[src/rtl/button_pkg.sv]
// Shared constants, repeat-state encoding and elaboration-time helpers for the button debouncer.
package button_pkg;

    localparam int unsigned DEF_CHANNELS      = 5;
    localparam int unsigned DEF_SYNC_STAGES   = 2;
    localparam int unsigned DEF_DEBOUNCE_BITS = 16;
    localparam int unsigned DEF_REPEAT_EN     = 0;
    localparam int unsigned DEF_REPEAT_DELAY  = 50000000;
    localparam int unsigned DEF_REPEAT_PERIOD = 10000000;

    // Auto-repeat progress of one held button.
    typedef enum logic [1:0] {
        IDLE   = 2'd0,
        DELAY  = 2'd1,
        REPEAT = 2'd2
    } rpt_state_e;

    // Number of bits needed to index 'value' distinct states.
    function automatic int unsigned clog2(input int unsigned value);
        int unsigned result;
        result = 0;
        for (int unsigned i = 0; i < 32; i++) begin
            if ((64'(1) << i) < 64'(value)) begin
                result = i + 1;
            end
        end
        return result;
    endfunction

    function automatic int unsigned max2(input int unsigned a, input int unsigned b);
        return (a > b) ? a : b;
    endfunction

endpackage

[src/rtl/button_debounce_array_channel.sv]
// One button: synchroniser, symmetric debounce counter, edge pulses and optional auto-repeat.
module button_channel
    import button_pkg::*;
#(
    parameter int unsigned SYNC_STAGES   = DEF_SYNC_STAGES,
    parameter int unsigned DEBOUNCE_BITS = DEF_DEBOUNCE_BITS,
    parameter int unsigned REPEAT_EN     = DEF_REPEAT_EN,
    parameter int unsigned REPEAT_DELAY  = DEF_REPEAT_DELAY,
    parameter int unsigned REPEAT_PERIOD = DEF_REPEAT_PERIOD
) (
    input  logic clock,
    input  logic reset,
    input  logic in_i,
    output logic level_o,
    output logic press_o,
    output logic release_o,
    output logic press_next_c
);

    logic [SYNC_STAGES-1:0]   sync_q;
    logic [SYNC_STAGES-1:0]   sync_d;
    logic [DEBOUNCE_BITS-1:0] cnt_q;
    logic [DEBOUNCE_BITS-1:0] cnt_d;
    logic                     level_q;
    logic                     level_d;
    logic                     press_q;
    logic                     press_d;
    logic                     release_q;
    logic                     release_d;
    logic                     rpt_fire_c;

    // Shift the raw level through the synchroniser chain.
    always_comb begin
        sync_d = {sync_q[SYNC_STAGES-2:0], in_i};
    end

    // Count consecutive disagreement cycles; flip the level once the counter saturates.
    always_comb begin
        cnt_d   = '0;
        level_d = level_q;
        if (sync_q[SYNC_STAGES-1] != level_q) begin
            if (&cnt_q) begin
                level_d = ~level_q;
            end else begin
                cnt_d = cnt_q + DEBOUNCE_BITS'(1);
            end
        end
    end

    // Edge pulses are derived from the next level so they align with the level change.
    always_comb begin
        press_d   = (level_d & ~level_q) | rpt_fire_c;
        release_d = ~level_d & level_q;
    end

    // Debounce state and registered outputs.
    always_ff @(posedge clock) begin
        if (reset) begin
            sync_q    <= '0;
            cnt_q     <= '0;
            level_q   <= 1'b0;
            press_q   <= 1'b0;
            release_q <= 1'b0;
        end else begin
            sync_q    <= sync_d;
            cnt_q     <= cnt_d;
            level_q   <= level_d;
            press_q   <= press_d;
            release_q <= release_d;
        end
    end

    if (REPEAT_EN != 0) begin : g_rpt
        localparam int unsigned RCNT_W = clog2(max2(REPEAT_DELAY, REPEAT_PERIOD) + 1);

        rpt_state_e        state_q;
        logic [RCNT_W-1:0] rcnt_q;
        logic              delay_done_c;
        logic              period_done_c;

        assign delay_done_c  = (rcnt_q == RCNT_W'(REPEAT_DELAY - 1));
        assign period_done_c = (rcnt_q == RCNT_W'(REPEAT_PERIOD - 1));

        // A falling level wins, so a repeat pulse never lands on the release edge.
        assign rpt_fire_c = level_d & (((state_q == DELAY) & delay_done_c) |
                                       ((state_q == REPEAT) & period_done_c));

        // Repeat FSM: press edge arms DELAY, then periodic pulses until release.
        always_ff @(posedge clock) begin
            if (reset || !level_d) begin
                state_q <= IDLE;
                rcnt_q  <= '0;
            end else begin
                case (state_q)
                    IDLE: begin
                        if (!level_q) begin
                            state_q <= DELAY;
                            rcnt_q  <= '0;
                        end
                    end
                    DELAY: begin
                        if (delay_done_c) begin
                            state_q <= REPEAT;
                            rcnt_q  <= '0;
                        end else begin
                            rcnt_q <= rcnt_q + RCNT_W'(1);
                        end
                    end
                    REPEAT: begin
                        if (period_done_c) begin
                            rcnt_q <= '0;
                        end else begin
                            rcnt_q <= rcnt_q + RCNT_W'(1);
                        end
                    end
                    default: begin
                        state_q <= IDLE;
                        rcnt_q  <= '0;
                    end
                endcase
            end
        end
    end else begin : g_no_rpt
        assign rpt_fire_c = 1'b0;
    end

    assign level_o      = level_q;
    assign press_o      = press_q;
    assign release_o    = release_q;
    assign press_next_c = press_d;

endmodule

[src/rtl/button_debounce_array.sv]
// Array of independent debounced buttons with a combined registered press flag.
module button_debounce_array
    import button_pkg::*;
#(
    parameter int unsigned CHANNELS      = DEF_CHANNELS,
    parameter int unsigned SYNC_STAGES   = DEF_SYNC_STAGES,
    parameter int unsigned DEBOUNCE_BITS = DEF_DEBOUNCE_BITS,
    parameter int unsigned REPEAT_EN     = DEF_REPEAT_EN,
    parameter int unsigned REPEAT_DELAY  = DEF_REPEAT_DELAY,
    parameter int unsigned REPEAT_PERIOD = DEF_REPEAT_PERIOD
) (
    input  logic                clock,
    input  logic                reset,
    input  logic [CHANNELS-1:0] in_i,
    output logic [CHANNELS-1:0] level_o,
    output logic [CHANNELS-1:0] press_o,
    output logic [CHANNELS-1:0] release_o,
    output logic                any_press_o
);

    logic [CHANNELS-1:0] press_next_c;
    logic                any_press_q;

    for (genvar g = 0; g < CHANNELS; g++) begin : g_ch
        button_channel #(
            .SYNC_STAGES  (SYNC_STAGES),
            .DEBOUNCE_BITS(DEBOUNCE_BITS),
            .REPEAT_EN    (REPEAT_EN),
            .REPEAT_DELAY (REPEAT_DELAY),
            .REPEAT_PERIOD(REPEAT_PERIOD)
        ) u_ch (
            .clock       (clock),
            .reset       (reset),
            .in_i        (in_i[g]),
            .level_o     (level_o[g]),
            .press_o     (press_o[g]),
            .release_o   (release_o[g]),
            .press_next_c(press_next_c[g])
        );
    end

    // Register the OR of next-cycle presses so it lines up with the press bits.
    always_ff @(posedge clock) begin
        if (reset) begin
            any_press_q <= 1'b0;
        end else begin
            any_press_q <= |press_next_c;
        end
    end

    assign any_press_o = any_press_q;

endmodule

[config.mk]
export PLATFORM = sky130hd
export DESIGN_NAME = button_debounce_array
export DESIGN_NICKNAME = d
export VERILOG_FILES = /design/src/rtl/button_pkg.sv /design/src/rtl/button_debounce_array_channel.sv /design/src/rtl/button_debounce_array.sv
export SDC_FILE = /design/constraint.sdc
export NUM_CORES = 1
export LEC_CHECK = 0
export ABC_AREA = 1
export CORE_MARGIN = 3
export CORE_UTILIZATION = 40
export DETAILED_ROUTE_END_ITERATION = 7
export GPL_TIMING_DRIVEN = 0
export SLEW_MARGIN = 20
export SYNTH_ARGS = -nofsm -noshare
export SYNTH_HDL_FRONTEND = slang
export SYNTH_SLANG_ARGS = --single-unit
[constraint.sdc]
create_clock -name clock -period 1.45 [get_ports clock]
set_clock_uncertainty 0.15 [all_clocks]
set_input_delay 0.3625 -clock clock [delete_from_list [all_inputs] [get_ports clock]]
set_output_delay 0.3625 -clock clock [all_outputs]
set_load 0.05 [all_outputs]
== Yosys cells after proc, flatten, opt, wreduce, memory -nomap -nowiden ==
Cells that the tools add are included.

* Register bits after elaboration: 106
* Latch bits: 0
* Memory bits (writable): 0
* ROM bits: 0
* Input port bits: 7
* Output and inout bits: 16
* Logic and storage cells: 82
* Memories: 0

* Add/sub/neg operators: 5
* $mul: 0
* Divide/modulo/power cells: 0
* $lt $le $gt $ge: 0
* Equal/unequal tests: 5
* Shifts and indexed selects: 0
* Mux-type cells: 10
* Bitwise logic cells: 25
* Reductions and logical operators: 11

{| class="wikitable"
|+ Operators with widths
! kind !! count
|-
| $add 16x1->16 const B || 5
|-
| $reduce_and 16->1 || 5
|-
| $not 1->1 || 15
|-
| $reduce_or 3->1 || 5
|-
| $and 1x1->1 || 10
|-
| $mux 1 || 10
|-
| $ne 1x1->1 || 5
|-
| $reduce_or 5->1 || 1
|}

== Depth between registers and ports, before layout ==
* Word-level depth: 5
* Mapped depth: 10
* Depth with buffers taken out: 10

== By module ==
Synthesis repeated with hierarchy kept, for this count alone.

* Cells, all modules: 693
* Area, all modules: 5102.4 sq um

{| class="wikitable"
|+ Modules (own cells, without submodules)
! module !! instances !! cells each !! area an instance (sq um) !! sequential area each (sq um)
|-
| button_channel || 5 || 137 || 1011.0 || 420.4
|-
| button_debounce_array || 1 || 8 || 47.5 || 20.0
|}

== Worst setup path after synthesis ==
OpenSTA, ideal clock, no wires.

* Path type: register -> register
* Start point: register g_ch[2].u_ch.cnt_q[0]
* End point: register g_ch[2].u_ch.cnt_q[14]
* Arrival: 1.273 ns
* Setup slack: -0.088 ns
* Cell stages (with the launch flop): 9
* Buffers on the path: 0
* Period minus slack after synthesis: 1.538 ns
* Cell sequence: dfxtp_1 -> ha_1 -> nand2_1 -> nor3_1 -> nand3_1 -> nor3_2 -> nand2_1 -> nand2_1 -> nor2_1

* Word-level cells in the longest chain between the ends: 2
* Elaborated cells between the ends (all ways): 3

{| class="wikitable"
|+ RTL lines
! element !! RTL line !! source
|-
| start: declaration || button_debounce_array_channel.sv:22 || <nowiki>logic [DEBOUNCE_BITS-1:0] cnt_q;</nowiki>
|-
| start signal: assignment || button_debounce_array_channel.sv:66 || <nowiki>cnt_q <= cnt_d;</nowiki>
|-
| parallel branches: the longest is 2 deep, another holds $add 16x1->16 || - ||
|}

Several ways; the timed one is not identified.
A chain may end at the register's enable or synchronous reset.

== Final worst setup path ==
* Start point: register g_ch[1].u_ch.cnt_q[0]
* End point: register g_ch[1].u_ch.cnt_q[14]

* Word-level cells in the longest chain between the ends: 2
* Elaborated cells between the ends (all ways): 3

{| class="wikitable"
|+ RTL lines
! element !! RTL line
|-
| start: declaration || button_debounce_array_channel.sv:22
|-
| start signal: assignment || button_debounce_array_channel.sv:66
|-
| parallel branches: the longest is 2 deep, another holds $add 16x1->16 || -
|}

Several ways; the timed one is not identified.

==> results.toml <==
[status]
status = "finished with violations"
violations = "negative setup slack"

[finish]
synthToLayoutAreaGrowth_pct = 46.4
n_fill_cell = 967
seqCellArea_um2 = 2200
n_antenna_cell = 0
post-route-cell-area_um2 = 7010
finalNetCount = 755
multi_input_comb_area_um2 = 2940
drive_above_1_share = 0.462

[sta]
slew_viol_final = 0
grt_setup_unrepaired = "true"
setup_viol = 84
fmax_mhz = 602
hold_viol_final = 0
worst_slew_pin_slew_ns = 0.647
slew_headroom = 0.569
fin_crit_sh = 1.15
fin_tns_setup_ns = -5.14
layout_min_cycle_time_ns = 1.66
timing.final.ws_setup_ns = -0.210

[clocking]
clockRootBuffer = "clkbuf_16"
cts_tree = "built"
htree_levels = 3
clk_pin_slew_ns = 0.07
cts_max_path_buffers = 2
cts.sinks = 106
cts_buffers = 9
clock_latency_ns = 0.34

[run]
drv_cap = 0

[route]
wl_per_cell_um = 12.8
routed_wl_um = 11400
vias = 4293
dr.pass1.iters = 4
ant_nets = 0
drc_errors = 0
via_per_inst = 4.82
drt_iter0_drc = 230

[setup_path]
crit_path_end_kind = "flip-flop"
path_max_fanout = 3
slowest_delay_ns = 0.36
crit_arrival_ns = 1.78
worst_path_max_delay_cell = "dfxtp_4"
reg2reg_from = "g_ch[1].u_ch.cnt_q[0]"
critPathLaunch = "g_ch[1].u_ch.cnt_q[0]"
crit_type = "flip-flop to flip-flop"
cp-start-kind = "flip-flop"
cp_data_required_time_ns = 1.57
crit_path_cell_trace = "ha_4 > nand2_4 > nor2_4 > buf_4 > nand4_1 > nor3_2 > a21oi_1 > nor2_1"

[synthesis]
synth_seq_area_share = 0.443
syn-num-nets = 653
ys_ff_latch = 106
synth.distinct_cells = 31
synthArstFlopShare = 0
synth_top_cell_by_area = "dfxtp_1"
synth_top_area_frac = 0.443
postSynthCellCount = 641
ys.flop_type = "dfxtp_1"
netlist_area_um2 = 4790
syn_area_per_cell_um2 = 7.47
yosys_warnings = 0
synth-edff-count = 0
ys_top_cells_by_area = "dfxtp_1 44%, nand2_1 8.9%, nor2_1 8.8%, inv_1 6.6%, nand3_1 3.5%"

[grt]
track_usage = 0.167
grt_antenna_before_repair = 0
grt_first_pass_wirelength_um = 18100
grt_max_degree = 16
first_global_vias = 4187
grt.overflow.total = 0

[die]
die_y_um = 115
io_pins = 23
die_w_um = 115
coreArea_um2 = 11600
die-area_um2 = 13300
rows = 39
initial_core_util = 0.414

[placed_design]
port_buffers = 21
placed_cell_area_um2 = 5320
dp.final_hpwl_um = 6680
gp_congestion = 0.837

[pwr]
power.total_mw = 5.48
p_leak_nw = 2.76
power_density_nw_per_um2 = 782
ir_worst_vdd_mv = 0.737

[hold_path]
hold_path_class = "primary input to flip-flop"
hp-start = "reset"
## cells in the final DEF (no fill, tap or decap), types with 11 or more instances in the layout
master and n:
a21oi_1 13, a21oi_2 15, buf_4 64, buf_6 34, dfxtp_1 62, dfxtp_2 36
inv_1 76, inv_2 11, nand2_1 93, nand2_2 13, nand2_4 14, nand3_1 19
nand4_1 13, nor2_1 64, nor2_2 33, nor2_4 32, o21ai_1 13
## cell families (layout without fill, tap and decap cells)
group | count (synthesis) | after routing | synth area share
AND/OR/NAND/NOR | 335 | 335 | 0.328
buffers and inverters | 113 | 219 | 0.109
flip-flops | 106 | 106 | 0.443
XOR/XNOR | 24 | 24 | 0.0439
AO/OA/AOI/OAI | 58 | 58 | 0.0627
adder cells (fa/ha/maj) | 5 | 5 | 0.0131
## repair_timing
item / 4_1_cts / 5_1_grt
endpoints found under the setup margin: 103 / 98
setup buffers: 40 / 32
pin swaps: 33 / 40
hold buffers: 0 / 0
cloned: 5 / 0
gates resized for setup: 230 / 145
hold endpoints to repair: 0 / 0
## state kept, by name (all words and copies together) (netlist names)
signal	cells
g_ch.u_ch.level_o	5
any_press_o	1
g_ch.u_ch.release_o	5
g_ch.u_ch.sync_q	10
g_ch.u_ch.press_o	5
g_ch.u_ch.cnt_q	80
## final timing paths
check	endpoint	slack (ns)	depth (start not counted)
max	g_ch[1].u_ch.cnt_q[14]	-0.21	8
min	g_ch[2].u_ch.level_o	0.10	2
max reg2reg	g_ch[1].u_ch.cnt_q[14]	-0.21	8
min reg2reg	g_ch[3].u_ch.sync_q[1]	0.26	2
## critical path: cells and delay by family, from the launching register on
| kind | cells | cell delay [ns] |
|---|---|---|
| adder cells (fa/ha/maj) | 1 | 0.14 |
| AND/OR/NAND/NOR | 5 | 0.69 |
| buffers and inverters | 1 | 0.13 |
| flip-flops | 1 | 0.36 |
| AO/OA/AOI/OAI | 1 | 0.11 |
## report_power, final
group,leakage (nW),switching (mW),internal (mW)
Sequential,0.881,0.0115,2.91
Combinational,1.74,0.0853,0.0716
Clock,0.136,1.02,1.38
Total,2.76,1.11,4.36
## Yosys cell counts (2+ instances only)
cell type,n
nand2_1,114
nor2_1,112
dfxtp_1,106
inv_1,84
nand3_1,33
a21oi_1,28
o21ai_0,19
nor3_1,17
buf_4,16
nand4_1,13
xnor2_1,13
nor2_2,11
xor2_1,11
o21ai_1,7
inv_2,6
nand2_2,6
nor2_4,6
nor3b_2,6
buf_6,5
ha_1,5
nor3_2,5
nor4_1,4
or2_2,3
clkbuf_1,2
nand3_2,2
o21bai_1,2
## metal layers
| layer | global-route usage | part of all wire | vias to the layer above |
|---|---|---|---|
| met5 | 0 | 0 | - |
| met4 | 0.0595 | 0.027 | 0 |
| met3 | 0.0374 | 0.028 | 28 |
| met2 | 0.300 | 0.53 | 58 |
| met1 | 0.194 | 0.42 | 1997 |
| li1 | - | - | 2210 |
## cell type report
cell class,count,area share
repair buffers,95,0.127
flip-flops and latches,106,0.314
multi-input cells,422,0.419
clock inverters,2,0.00536
plain buffers,19,0.0246
well taps,143,0.0255
clock buffers,13,0.0357
inverters,90,0.0493
## through the flow
stage / util / hold slack, ns / setup slack [ns] / instances
3_3_place_gp: 0.460 / 0.239 / -0.407 / 805
4_1_cts: 0.549 / 0.0908 / -0.0917 / 863
6_report: 0.606 / 0.104 / -0.210 / 890
5_1_grt: 0.606 / 0.115 / -0.306 / 890
2_1_floorplan: - / 0.238 / -0.00603 / 641
3_5_place_dp: 0.460 / 0.249 / -0.417 / 805
No activity file was read; power rests on OpenSTA's default activity.
==> RTL change 1: new RTL, same flow settings <==
Register the input `in_i` before use, cleared by the reset. The logic sees it one clock later.
--- a/src/rtl/button_debounce_array.sv
+++ b/src/rtl/button_debounce_array.sv
@@ -19,4 +19,14 @@
 );
 
+    logic [CHANNELS-1:0] in_q;
+
+    always_ff @(posedge clock) begin
+        if (reset) begin
+            in_q <= '0;
+        end else begin
+            in_q <= in_i;
+        end
+    end
+
     logic [CHANNELS-1:0] press_next_c;
     logic                any_press_q;
@@ -32,5 +42,5 @@
             .clock       (clock),
             .reset       (reset),
-            .in_i        (in_i[g]),
+            .in_i        (in_q[g]),
             .level_o     (level_o[g]),
             .press_o     (press_o[g]),
Behaviour: same outputs for any inputs over 10 cycles, from zero or initial values and one cycle with reset high; that may be too few to reach the edited logic, so the function may still have changed.
==> RTL change 1 against the unedited design <==
  * Synthesized area up 1.8%
  * Power up 4.4%
  * Die area up 1.7%
  * Setup slack better by 0.072 ns
  * Non-clock buffer count down 20
  * Maximum frequency up 4.5%
  * Routed wire length down 2.8%
  * The run still ends with negative setup slack left
  * Cell area down 0.27%
  * Sequential cell count up 5
==> RTL change 1: results (changes against the unedited design) <==
.. list-table::
   :header-rows: 1

   * - Metric
     - Value
   * - Result of the run
     - complete, but fails checks
   * - Failing checks
     - negative setup slack
   * - Routed metal-1 wirelength
     - 5010 um (+4.8%)
   * - Final Net Count
     - 741 (-1.9%)
   * - Crit path arrival time
     - 1.72 ns (-0.06 ns)
   * - Cell types with the largest area share after synthesis
     - dfxtp_1, nor2_1, nand2_1, inv_1, a21oi_1
   * - Wire length of the first global-routing pass
     - 18,400 um (+2.1%)
   * - Fraction of synthesis flops using an asynchronous set or reset pin
     - 0 (unchanged)
   * - Vias in the first global route
     - 4,068 (-2.8%)
   * - Worst-path clk slew
     - 0.08 ns
   * - Sequential share of the synthesized area
     - 0.456 (+0.0129)
   * - Synth Warn #
     - 0 (unchanged)
   * - Library cells used by synthesis
     - 40 (+29%)
   * - Routed wire per std cell
     - 12.6 um (-1.3%)
   * - Detailed router's first-iteration violation count
     - 158 (-31%)
   * - Highest metal layer with signal wires
     - met4
   * - Flip-flop cell with the highest count after synthesis
     - dfxtp_1
   * - Static leakage power
     - 2.67 nW (-3.2%)
   * - Global-route met2 utilization
     - 0.279 (-0.0210)
   * - Routability congestion estimate
     - 0.849 (+1.5%)
   * - Number of buffers added by the clock tree synthesis step
     - 9 (unchanged)
   * - Total half-perimeter wirelength after legalization and detailed placement
     - 6700 um (+0.22%)
   * - Hold path cells
     - 2 (unchanged)
   * - Final antenna diode count
     - 0 (unchanged)
   * - Maximum fanout encountered on the critical timing path
     - 3 (unchanged)
   * - Share of layout cells above drive strength 1
     - 0.436 (-0.0259)
   * - Largest registers
     - g_ch.u_ch.cnt_q (80), g_ch.u_ch.sync_q (10)
   * - Commonest cells post-synth
     - nor2_1, nand2_1, dfxtp_1, inv_1, a21oi_1
   * - Number of search-and-repair iterations in the first detailed-routing pass
     - 5 (+1)
   * - Crit-path leading delay family
     - simple AND/OR/NAND/NOR gates
   * - DR WL met2
     - 5520 um (-7.9%)
   * - DR vias/cell
     - 4.86 (+0.75%)
   * - Setup WS post-layout
     - -0.139 ns (+0.0716 ns)
   * - Hold crit path type
     - register to register
   * - Met1 capacity usage during global routing
     - 0.218 (+0.0242)
   * - Maximum number of pins on one net before global-route repair
     - 20 (+4)
   * - Net count of the mapped netlist
     - 658 (+0.77%)
   * - Total met3 wirelength after detailed routing
     - 362 um (+12%)
   * - Clock network latency to the later pin of the worst-skew pair
     - 0.36 ns (+0.02 ns)
   * - Port Buffers
     - 22 (+4.8%)
   * - Met3 GRT Util
     - 0.0456 (+0.00823)
   * - CTS max path bufs
     - 2 (unchanged)
   * - Slowest CP cell
     - dfxtp_2
   * - Worst IR drop on VDD
     - 0.000628 V (-15%)
   * - Relative slew slack
     - 0.710 (+0.141)
   * - GRT Overall Usage
     - 0.171 (+0.00444)
   * - CTS H-tree lvls
     - 3 (unchanged)
   * - Number of antenna violations at the first check in global routing
     - 0 (unchanged)
   * - Number of endpoints failing setup at the final stage
     - 88 (+4.8%)
   * - Setup slack at placement
     - -0.692 ns (-0.275 ns)
   * - Number of cells on the worst reg-to-reg path
     - 9 (+1)
[RTL change 1: changes by cell type after synthesis, sizes merged, moves of 3 or more]
| cell | before | now |
|---|---|---|
| or2 | 3 | 6 |
| nor2 | 129 | 138 |
| nand3 | 35 | 30 |
| a21oi | 28 | 32 |
| nor3 | 22 | 14 |
| dfxtp | 106 | 111 |
| o21ai | 26 | 23 |
[RTL change 1: timing repair]
| item | CTS | global route |
|---|---|---|
| endpoints found under the hold margin | 0 | 0 |
| pin swaps | 37 | 30 |
| setup endpoints to repair | 119 | 107 |
| gates cloned | 4 | 0 |
| gates resized for setup | 242 | 139 |
| buffers inserted | 43 | 15 |
[RTL change 1: logic make-up (layout without fill, tap and decap cells)]
logic type | count (synthesis) | after routing | share of synthesized area
flops | 111 | 111 | 0.456
fa+ha+maj | 5 | 5 | 0.0128
buf+inv | 110 | 198 | 0.104
simple gates | 332 | 332 | 0.312
compound gates | 63 | 63 | 0.0699
xor+xnor | 25 | 25 | 0.0450
[RTL change 1: through the flow]
step / hold WS, ns / total power [mW] / TNS, ns / instances / instance area, um2
floorplan: 0.238 / 3.19 / -0.970 / 646 / 5000
detailed placement: 0.243 / 3.23 / -54.92 / 811 / 5400
CTS: 0.246 / 5.78 / -4.46 / 869 / 6460
finish: 0.243 / 5.72 / -6.11 / 877 / 6990
global placement: 0.243 / 3.23 / -55.20 / 811 / 5400
global route: 0.256 / 5.96 / -13.78 / 877 / 6990
[RTL change 1: tightest hold or removal path: stages, from the launching register on]
cell	delay (ns)
dfxtp_1	0.30
inv_1	0.04
nor2_1	0.03
[RTL change 1: worst paths after layout]
check | from | to | slack (ns)
worst max-delay path | g_ch[2].u_ch.cnt_q[1]$_SDFF_PP0_ | g_ch[2].u_ch.release_o$_SDFF_PP0_ | -0.14
worst min-delay path | g_ch[2].u_ch.sync_q[0]$_SDFF_PP0_ | g_ch[2].u_ch.sync_q[1]$_SDFF_PP0_ | 0.24
worst max register to register | g_ch[2].u_ch.cnt_q[1]$_SDFF_PP0_ | g_ch[2].u_ch.release_o$_SDFF_PP0_ | -0.14
worst min register to register | g_ch[2].u_ch.sync_q[0]$_SDFF_PP0_ | g_ch[2].u_ch.sync_q[1]$_SDFF_PP0_ | 0.24
[RTL change 1: cell type report]
type,count,area [um2]
Multi-Input combinational cell,425,2890
Sequential cell,111,2290
Fill cell,1002,4670
Clock buffer,9,225
Timing Repair Buffer,83,868
Tap cell,143,179
Clock inverter,7,80.1
Inverter,88,343
Buffer,11,110
[RTL change 1: report_power, final]
group | switching, mW | internal, mW
registers | 0.00923 | 3.05
clock network | 1.17 | 1.36
logic | 0.0710 | 0.0581
total | 1.25 | 4.47
==> RTL change 2: new RTL, config.mk and constraints unchanged <==
Made on the original files. Register the output `level_o`, without a reset; this adds one clock of latency there. The other outputs are not delayed to match.
--- a/src/rtl/button_debounce_array.sv
+++ b/src/rtl/button_debounce_array.sv
@@ -19,4 +19,6 @@
 );
 
+    logic [CHANNELS-1:0] level_c;
+
     logic [CHANNELS-1:0] press_next_c;
     logic                any_press_q;
@@ -33,5 +35,5 @@
             .reset       (reset),
             .in_i        (in_i[g]),
-            .level_o     (level_o[g]),
+            .level_o     (level_c[g]),
             .press_o     (press_o[g]),
             .release_o   (release_o[g]),
@@ -51,4 +53,8 @@
     assign any_press_o = any_press_q;
 
+    always_ff @(posedge clock) begin
+        level_o <= level_c;
+    end
+
 endmodule
 
Formal check against the unedited RTL: no difference found for any inputs over 10 cycles, from zero or initial values and one cycle with reset high; that may be too few to reach the edited logic, so the function may still have changed.
==> RTL change 2 against the unedited design <==
  * The run still ends with negative setup slack left
  * Global-route usage down 0.53 points
  * Cell area down 1.8%
  * Synthesized cell count is 0.78% lower
  * Setup slack better by 0.075 ns
  * Critical path type unchanged
  * Power is 8.5% higher
  * First-iteration DRC count up 2.6%
  * Sequential cell count grew 5
  * Routed wire length is 5.5% lower
  * Synthesized area rose by 0.21%
  * Count of clock-buffer cells in the layout shrank 2
==> RTL change 2: results (changes against the unedited design) <==
.. list-table::
   :header-rows: 1

   * - Metric
     - Value
   * - Number of endpoints failing setup at the final stage
     - 82 (-2.4%)
   * - Total half-perimeter wirelength after legalization and detailed placement
     - 6290 um (-5.9%)
   * - Number of cells on the worst reg-to-reg path
     - 10 (+2)
   * - Post-synthesis share of cell area spent on xor and xnor gates
     - 0.0402 (-0.00374)
   * - Maximum number of pins on one net before global-route repair
     - 18 (+2)
   * - Wirelength, routed
     - 10,800 um (-5.5%)
   * - Final Net Count
     - 736 (-2.5%)
   * - Failing checks
     - negative setup slack
   * - Static leakage power
     - 2.65 nW (-3.8%)
   * - Setup slack at placement
     - -0.267 ns (+0.150 ns)
   * - Maximum fanout encountered on the critical timing path
     - 5 (+2)
   * - Met1 capacity usage during global routing
     - 0.200 (+0.00657)
   * - Hold crit path type
     - register to register
   * - Cell types with the largest area share after synthesis
     - dfxtp_1, nand2_1, nor2_1, inv_1, a21oi_1
   * - Adder-cell share of the synthesized area
     - 0.0130 (-0.0000273)
   * - Wire length of the first global-routing pass
     - 17,500 um (-3.2%)
   * - Vias in the first global route
     - 4,000 (-4.5%)
   * - Setup WS post-layout
     - -0.135 ns (+0.0755 ns)
   * - Result of the run
     - complete, but fails checks
   * - Reg2Reg Capture Point
     - g_ch[4].u_ch.cnt_q[6]$_SDFF_PP0_
   * - Net count of the mapped netlist
     - 648 (-0.77%)
   * - Placed instance count
     - 800 (-0.62%)
   * - Total negative slack for setup checks
     - -5.28 ns (-0.145 ns)
   * - Commonest cells post-synth
     - nand2_1, dfxtp_1, nor2_1, inv_1, a21oi_1
   * - GRT Overall Usage
     - 0.161 (-0.00534)
   * - Sequential share of the synthesized area
     - 0.463 (+0.0199)
   * - Worst IR drop on VDD
     - 0.000748 V (+1.5%)
   * - Share of layout cells above drive strength 1
     - 0.446 (-0.0160)
   * - Slew @ Worst Pin
     - 0.600 ns (-0.0474 ns)
   * - Routed wire per std cell
     - 12.3 um (-3.6%)
   * - Hold path cells
     - 0 (-2)
## RTL change 2: cell types whose count changed after synthesis, sizes merged, moves of 3 or more
cell and change:
a21oi +7, nor3 -4, nand4 -3, nand3 -3
dfxtp +5, buf -5, or2 +4
## RTL change 2: cell type report
class | instances | area [um2]
clock buffer | 11 | 253
multi-input combinational | 419 | 2860
tap | 143 | 179
buffer | 13 | 114
inverter | 88 | 340
clock inverter | 5 | 78.8
fill | 973 | 4680
timing repair buffer | 82 | 771
sequential | 111 | 2280
## RTL change 2: logic make-up after synthesis
| family | after synthesis |
|---|---|
| buffers and inverters | 106 |
| DFF | 111 |
| and+or+nand+nor | 326 |
| AOI/OAI and AO/OA | 66 |
| adders and majority gates | 5 |
| xor gates and xnor gates | 22 |
## RTL change 2: metrics by stage
stage / power, mW / hold slack (ns)
floorplan: 3.21 / 0.196
CTS: 5.98 / 0.220
finish: 5.94 / 0.220
detailed placement: 3.24 / 0.211
global route: 6.13 / 0.233
global placement: 3.24 / 0.210
## RTL change 2: metal layers
metal,vias up,part of all wire
met3,14,0.031
met5,-,0
met1,1970,0.45
met4,0,0.021
met2,63,0.50
li1,2169,-
## RTL change 2: worst max path at each step
stage	startpoint	endpoint	slack, ns	cells past startpoint
detailed placement	g_ch[0].u_ch.release_o$_SDFF_PP0_	release_o[0]	-0.27	2
finish	g_ch[4].u_ch.cnt_q[0]$_SDFF_PP0_	g_ch[4].u_ch.cnt_q[6]$_SDFF_PP0_	-0.14	10
CTS	g_ch[3].u_ch.cnt_q[0]$_SDFF_PP0_	g_ch[3].u_ch.cnt_q[10]$_SDFF_PP0_	-0.12	10
floorplan	g_ch[4].u_ch.cnt_q[1]$_SDFF_PP0_	g_ch[4].u_ch.cnt_q[10]$_SDFF_PP0_	-0.09	9
global route	g_ch[0].u_ch.cnt_q[8]$_SDFF_PP0_	g_ch[0].u_ch.cnt_q[11]$_SDFF_PP0_	-0.23	9
global placement	g_ch[0].u_ch.release_o$_SDFF_PP0_	release_o[0]	-0.26	2
## RTL change 2: repair_timing
item                                    CTS  global route
pin swaps                                37            44
endpoints found under the setup margin  100           104
buffers inserted                         38            20
hold buffers                              0             0
cloned                                    5             0
resized for setup                       204           152
## RTL change 2: critical path: stages, from the launching register on
cell and delay (ns):
dfxtp_2 0.35, ha_4 0.15, nand3_4 0.07, nor2_4 0.12, nand3_4 0.10, nor2_4 0.11, nand2_2 0.08, nand2_4 0.09
buf_6 0.10, buf_8 0.12, nor2_2 0.04
## RTL change 2: where the power goes
part	switching (mW)	internal (mW)	total (mW)	leakage, nW
clock	1.11	1.61	2.72	0.166
combinational	0.0832	0.0692	0.152	1.57
sequential	0.0112	3.05	3.07	0.918
total	1.21	4.73	5.94	2.65
